**config.mk**
```make
export PLATFORM = sky130hd
export DESIGN_NAME = aligner
export DESIGN_NICKNAME = d
export VERILOG_FILES = /design/src/rtl/aligner.sv
export SDC_FILE = /design/constraint.sdc
export NUM_CORES = 1
export LEC_CHECK = 0
export CORE_ASPECT_RATIO = 0.6
export CORE_MARGIN = 2
export CORE_UTILIZATION = 55
export CTS_CLUSTER_SIZE = 20
export DETAILED_ROUTE_END_ITERATION = 12
export MAX_ROUTING_LAYER = met4
export PLACE_DENSITY = 0.73
export SKIP_CTS_REPAIR_TIMING = 1
export SLEW_MARGIN = 20
export SYNTH_ARGS = -nofsm -noshare
export SYNTH_HDL_FRONTEND = slang
export SYNTH_SLANG_ARGS = --single-unit
```
**constraint.sdc**
```tcl
create_clock -name sys_clk -period 2.55 [get_ports sys_clk]
set_input_delay 0.51 -clock sys_clk [delete_from_list [all_inputs] [get_ports sys_clk]]
set_output_delay 0.51 -clock sys_clk [all_outputs]
set_load 0.03 [all_outputs]
```
**src/rtl/aligner.sv**
```systemverilog
// Word-alignment sequencer for the SDI receive path.
// On loss of alignment it issues one shift request, lets the datapath settle,
// resets the timing detector and then ignores the detector for a hold-off
// window before it will act again. The detector is also reset after sys_rst.
module aligner #(
  parameter int ALIGN_CYCLES   = 1,
  parameter int SETTLE_CYCLES  = 4,
  parameter int DET_RST_CYCLES = 4,
  parameter int HOLDOFF_CYCLES = 16
) (
  input  logic sys_clk,
  input  logic sys_rst,
  input  logic n_align_i,
  output logic align_o,
  output logic detector_rst_o
);

  localparam logic [2:0] ST_INIT    = 3'd0;
  localparam logic [2:0] ST_IDLE    = 3'd1;
  localparam logic [2:0] ST_SLIP    = 3'd2;
  localparam logic [2:0] ST_SETTLE  = 3'd3;
  localparam logic [2:0] ST_DRST    = 3'd4;
  localparam logic [2:0] ST_HOLDOFF = 3'd5;

  // Each timed state loads N-1 on entry and leaves on the edge where the
  // counter reads zero, so it lasts exactly N clocks.
  localparam logic [15:0] ALIGN_LD   = 16'(ALIGN_CYCLES - 1);
  localparam logic [15:0] SETTLE_LD  = 16'(SETTLE_CYCLES - 1);
  localparam logic [15:0] DRST_LD    = 16'(DET_RST_CYCLES - 1);
  localparam logic [15:0] HOLDOFF_LD = 16'(HOLDOFF_CYCLES - 1);

  logic        n_align_q;
  logic [2:0]  state_q, state_d;
  logic [15:0] cnt_q, cnt_d;
  logic        align_q, align_d;
  logic        det_rst_q, det_rst_d;
  logic        cnt_done;

  assign cnt_done = (cnt_q == 16'd0);

  // Next-state and counter logic; n_align is only looked at in IDLE.
  always_comb begin
    state_d = state_q;
    cnt_d   = cnt_q;
    case (state_q)
      ST_INIT: begin
        if (cnt_done) begin
          state_d = ST_HOLDOFF;
          cnt_d   = HOLDOFF_LD;
        end else begin
          cnt_d = cnt_q - 16'd1;
        end
      end
      ST_IDLE: begin
        if (n_align_q) begin
          state_d = ST_SLIP;
          cnt_d   = ALIGN_LD;
        end
      end
      ST_SLIP: begin
        if (cnt_done) begin
          state_d = ST_SETTLE;
          cnt_d   = SETTLE_LD;
        end else begin
          cnt_d = cnt_q - 16'd1;
        end
      end
      ST_SETTLE: begin
        if (cnt_done) begin
          state_d = ST_DRST;
          cnt_d   = DRST_LD;
        end else begin
          cnt_d = cnt_q - 16'd1;
        end
      end
      ST_DRST: begin
        if (cnt_done) begin
          state_d = ST_HOLDOFF;
          cnt_d   = HOLDOFF_LD;
        end else begin
          cnt_d = cnt_q - 16'd1;
        end
      end
      ST_HOLDOFF: begin
        if (cnt_done) begin
          state_d = ST_IDLE;
        end else begin
          cnt_d = cnt_q - 16'd1;
        end
      end
      default: begin
        state_d = ST_INIT;
        cnt_d   = DRST_LD;
      end
    endcase
  end

  // Outputs are decoded from the next state so the registers change together
  // with the state and never overlap.
  always_comb begin
    align_d   = (state_d == ST_SLIP);
    det_rst_d = (state_d == ST_INIT) || (state_d == ST_DRST);
  end

  // State, counter, input sample and output registers; reset aborts any
  // sequence and holds the detector in reset.
  always_ff @(posedge sys_clk or posedge sys_rst) begin
    if (sys_rst) begin
      n_align_q <= 1'b0;
      state_q   <= ST_INIT;
      cnt_q     <= DRST_LD;
      align_q   <= 1'b0;
      det_rst_q <= 1'b1;
    end else begin
      n_align_q <= n_align_i;
      state_q   <= state_d;
      cnt_q     <= cnt_d;
      align_q   <= align_d;
      det_rst_q <= det_rst_d;
    end
  end

  assign align_o        = align_q;
  assign detector_rst_o = det_rst_q;

endmodule

```
==> After elaboration in Yosys (flattened, before gate mapping) <==
Cells that the tools add are included.
Widths: inputs -> output; s select.
{ "totals": {"in_bits": 3, "wordCells": 33, "output_inout_bits": 2, "reg_bits": 22} }
{ "op_classes": {"n_addsub": 1, "n_mux": 11, "reduce_logical": 7, "eq_ne": 9} }
{ "ops": {"columns": ["operator", "count"], "rows": [
  ["$mux 16", 4],
  ["$pmux 16 s4", 1],
  ["$logic_not 16->1", 1],
  ["$sub 16x1->16 const B", 1],
  ["$mux 3", 5],
  ["$pmux 3 s5", 1],
  ["$eq 3x2->1 const B", 3],
  ["$eq 3x3->1 const B", 3],
  ["$logic_not 3->1", 2],
  ["$ne 2x2->1 const B", 2],
  ["$reduce_or 2->1", 2],
  ["$eq 3x1->1 const B", 1],
  ["$reduce_and 2->1", 1],
  ["$logic_or 1x1->1", 1]
]} }

==> Depth between registers and ports, before layout <==
{ "depth": {"depth_word": 5, "depth_mapped": 8, "mapped_depth_nobuf": 7} }

==> Worst setup path after synthesis <==
No wires, ideal clock.
{ "synth_timing": {"path_kind": "register -> register", "start": "register cnt_q[0]", "end": "register cnt_q[10]", "stages_incl_launch_ff": 9, "required_time_ns": 2.432, "setup_ns": 0.118, "n_path_buf": 1, "synth_period_minus_slack_ns": 2.290, "path_slack_ns": 0.260, "arrival_ns": 2.172, "cell_sequence": "dfstp_2 -> inv_1 -> ha_1 -> or4b_4 -> or4_4 -> buf_6 -> o2111a_1 -> a21oi_1 -> nor2_1"} }
{ "synth_via": {"elab_chain_len": 3, "word_cells_on_any_way": 8, "cone_classes": "add/sub (1); eq/ne (1); mux (4); reduce/logical (2)"} }
{ "synth_rtl": {"columns": ["element", "line_no", "source"], "rows": [
  ["start, declared", "34", "logic [15:0] cnt_q, cnt_d;"],
  ["start signal, assigned", "117", "cnt_q <= cnt_d;"],
  ["$sub 16x1->16 or $logic_not 16->1 (tied branches)", null, null],
  ["$mux 16, or another cell as far along", "85", "if (cnt_done) begin"],
  ["$pmux 16 s4 or $reduce_and 2->1 (tied branches)", null, null]
]} }
Parallel ways exist; a longest one is shown, timed or not. The select of a mux whose other input is x is not followed.
A chain may end at the register's enable or synchronous reset.

==> Final worst setup path <==
{ "layout_timing": {"start": "register cnt_q[0]", "end": "register cnt_q[4]"} }
The elaborated chain is that of the path after synthesis.

==> impl_metrics.json <==
{
  "status": "finished clean",
  "power_frac_comb": 0.434,
  "fin_area_sq_mm": 0.00136,
  "h-tree-depth": 1,
  "grt_pass1_vias": 930,
  "cts_tree": "done",
  "powerDensity_mw_per_mm2": 1180,
  "critPathArrivalTime_ps": 2640,
  "clock-root-buffer": "clkbuf_8",
  "cp-start-kind": "register",
  "synth-seq-area-share": 0.440,
  "wl_met2_mm": 1.26,
  "peakVddDrop_uv": 544,
  "yosys_register_bits": 22,
  "initial_utilization": 0.582,
  "p_int_mw": 0.915,
  "dp_hpwl_mm": 2.05,
  "dpl_worst_slack_ps": 127,
  "io_buffers": 4,
  "hold-worst-slack_ps": 531,
  "drv_cap": 0,
  "synth_flop_cell": "dfrtp_1",
  "numCtsBuffers": 3,
  "power.total_mw": 1.60,
  "p_leak_nw": 0.580,
  "p_seq_frac": 0.426,
  "clock_sinks": 22,
  "hold_viol": 0,
  "setup_slack_ps": 106,
  "fmax_mhz": 409,
  "n_fill_cell": 184,
  "synth_cells": 141,
  "grt_max_degree": 23,
  "synth_edf_count": 0,
  "power_switching_mw": 0.689,
  "overflow": 0,
  "min_path_type": "reg2reg",
  "clkPwrFrac": 0.140,
  "cpPeakStageDelay_ps": 650,
  "place_congestion": 0.942,
  "period_needed_ps": 2440,
  "tns_ps": 0,
  "worst_pin_slew_ps": 867,
  "core_sq_mm": 0.00216,
  "met3_length_microns": 180,
  "final_common_cell": "dfrtp_1",
  "yosysWarningCount": 0,
  "via_count": 1099,
  "syn_avg_cell_area_sq_um": 8.94,
  "netSwitchingFraction": 0.429,
  "synth_area_sq_mm": 0.00126,
  "rsz0062_at_grt": "no",
  "highest-signal-layer": "met4",
  "drc_errors": 0,
  "vias_per_cell": 6.28,
  "antenna_cells": 0,
  "drive_above_1_share": 0.131,
  "placedCellCount": 171,
  "antenna_left": 0,
  "antenna_found_initial": 0,
  "drt_wl_total_mm": 2.85,
  "maxSlewViolCount": 0,
  "die_h_microns": 41.1,
  "nets": 150,
  "fp-row-count": 13,
  "worstPathMaxFanout": 13,
  "fin_util": 0.630,
  "grt.total_usage": 0.246,
  "cp_cell_sequence": "inv_1, ha_1, or4b_4, or4_4, o21ai_2, o21ai_0, a21oi_1",
  "stdcell_count": 175,
  "die_w_microns": 65.8,
  "drtPass1Iterations": 4,
  "placed_area_sq_mm": 0.00132,
  "die_area_sq_mm": 0.00270,
  "syn_to_final_growth_pct": 8.24,
  "crit_type": "reg2reg",
  "drt-met1-wl_mm": 1.38,
  "relSlewSlack": 0.421,
  "clkLatencyLatePin_ps": 270,
  "grt_pass1_wl_mm": 4.54,
  "fin_skew_ps": 4.52,
  "fin_crit_sh": 0.958,
  "async_flop_share": 1.00,
  "setup_violations": 0,
  "cp_data_required_time_ps": 2750,
  "critical_path.endpoint_type": "register",
  "io_pins": 5,
  "layout_common_cells": "dfrtp_1 (19), nor2_1 (18), a21oi_1 (15)",
  "syn_nets": 145,
  "ys_types": 39,
  "cp_slowest_cell": "or4_4",
  "path_clk_slew_ps": 80,
  "drtIter0Drc": 108,
  "clockBufferDepth": 2,
  "avgRoutedWirePerCell_microns": 16.3
}
## cell families after synthesis
logic type / share of synthesized area
flip-flops: 0.440
XOR/XNOR: 0.0417
buffers and inverters: 0.0447
adder cells (fa/ha/maj): 0.00993
AO/OA/AOI/OAI: 0.205
AND/OR/NAND/NOR: 0.259
## power by group through the flow
| stage | clock (mW) | sequential [mW] | combinational (mW) |
|---|---|---|---|
| 2_1_floorplan | 0 | 0.639 | 0.539 |
| 3_3_place_gp | 0 | 0.667 | 0.653 |
| 3_5_place_dp | 0 | 0.680 | 0.684 |
| 4_1_cts | 0.231 | 0.673 | 0.687 |
| 5_1_grt | 0.239 | 0.705 | 0.777 |
| 6_report | 0.224 | 0.683 | 0.697 |
## worst max-delay path, delay by kind of cell, from the launching register on
family                     cells  cell delay [ps]
buffers and inverters          1               50
adders and majority gates      1              190
AOI/OAI and AO/OA              3              550
DFF                            1              390
and+or+nand+nor                2             1180
## layer usage
metal	global-route usage	vias to the layer above
met5	-	-
met2	0.389	42
met3	0.0549	7
li1	-	520
met1	0.321	530
met4	0.0833	0
## flip-flops by register name, summed over array words and instances (netlist names)
name / flops
n_align_q: 1
align_o: 1
cnt_q: 16
detector_rst_o: 1
state_q: 3
## final cells by class
cell class	count	area, sq um	share of cell area
Clock buffer	4	45.0	0.0330
Inverter	5	18.8	0.0138
Multi-Input combinational cell	108	653	0.479
Sequential cell	22	554	0.406
Tap cell	30	37.5	0.0275
Timing Repair Buffer	6	55.1	0.0404
## path summary, 6_finish.rpt
path / from / to / slack (ps) / cells after the start
setup / recovery: cnt_q[0] / cnt_q[4] / 110 / 7
hold / removal: cnt_q[7] / cnt_q[7] / 530 / 2
setup reg to reg: cnt_q[0] / cnt_q[4] / 110 / 7
hold reg to reg: cnt_q[7] / cnt_q[7] / 530 / 2
max in group asynchronous: sys_rst / cnt_q[14] / 1290 / 2
min in group asynchronous: sys_rst / cnt_q[11] / 730 / 2
## cells in the mapped netlist, types with 2 or more instances
cell      count  area [sq um]
dfrtp_1      19           475
or3_1         4          25.0
nor4b_1       2          17.5
or4_1         4          30.0
buf_6         2          22.5
o211ai_2      3          37.5
xor2_1        5          43.8
a21oi_1      15          75.1
nor4_1        2          12.5
o21ai_0       8          40.0
o21ai_1       4          20.0
inv_1         5          18.8
nor2_1       18          67.6
clkbuf_1      4          15.0
nand3_1       3          15.0
dfstp_2       3          78.8
nor3_1        5          25.0
nand2_1      13          48.8
nor2b_1       2          12.5
No activity file was read; power rests on OpenSTA's default activity.
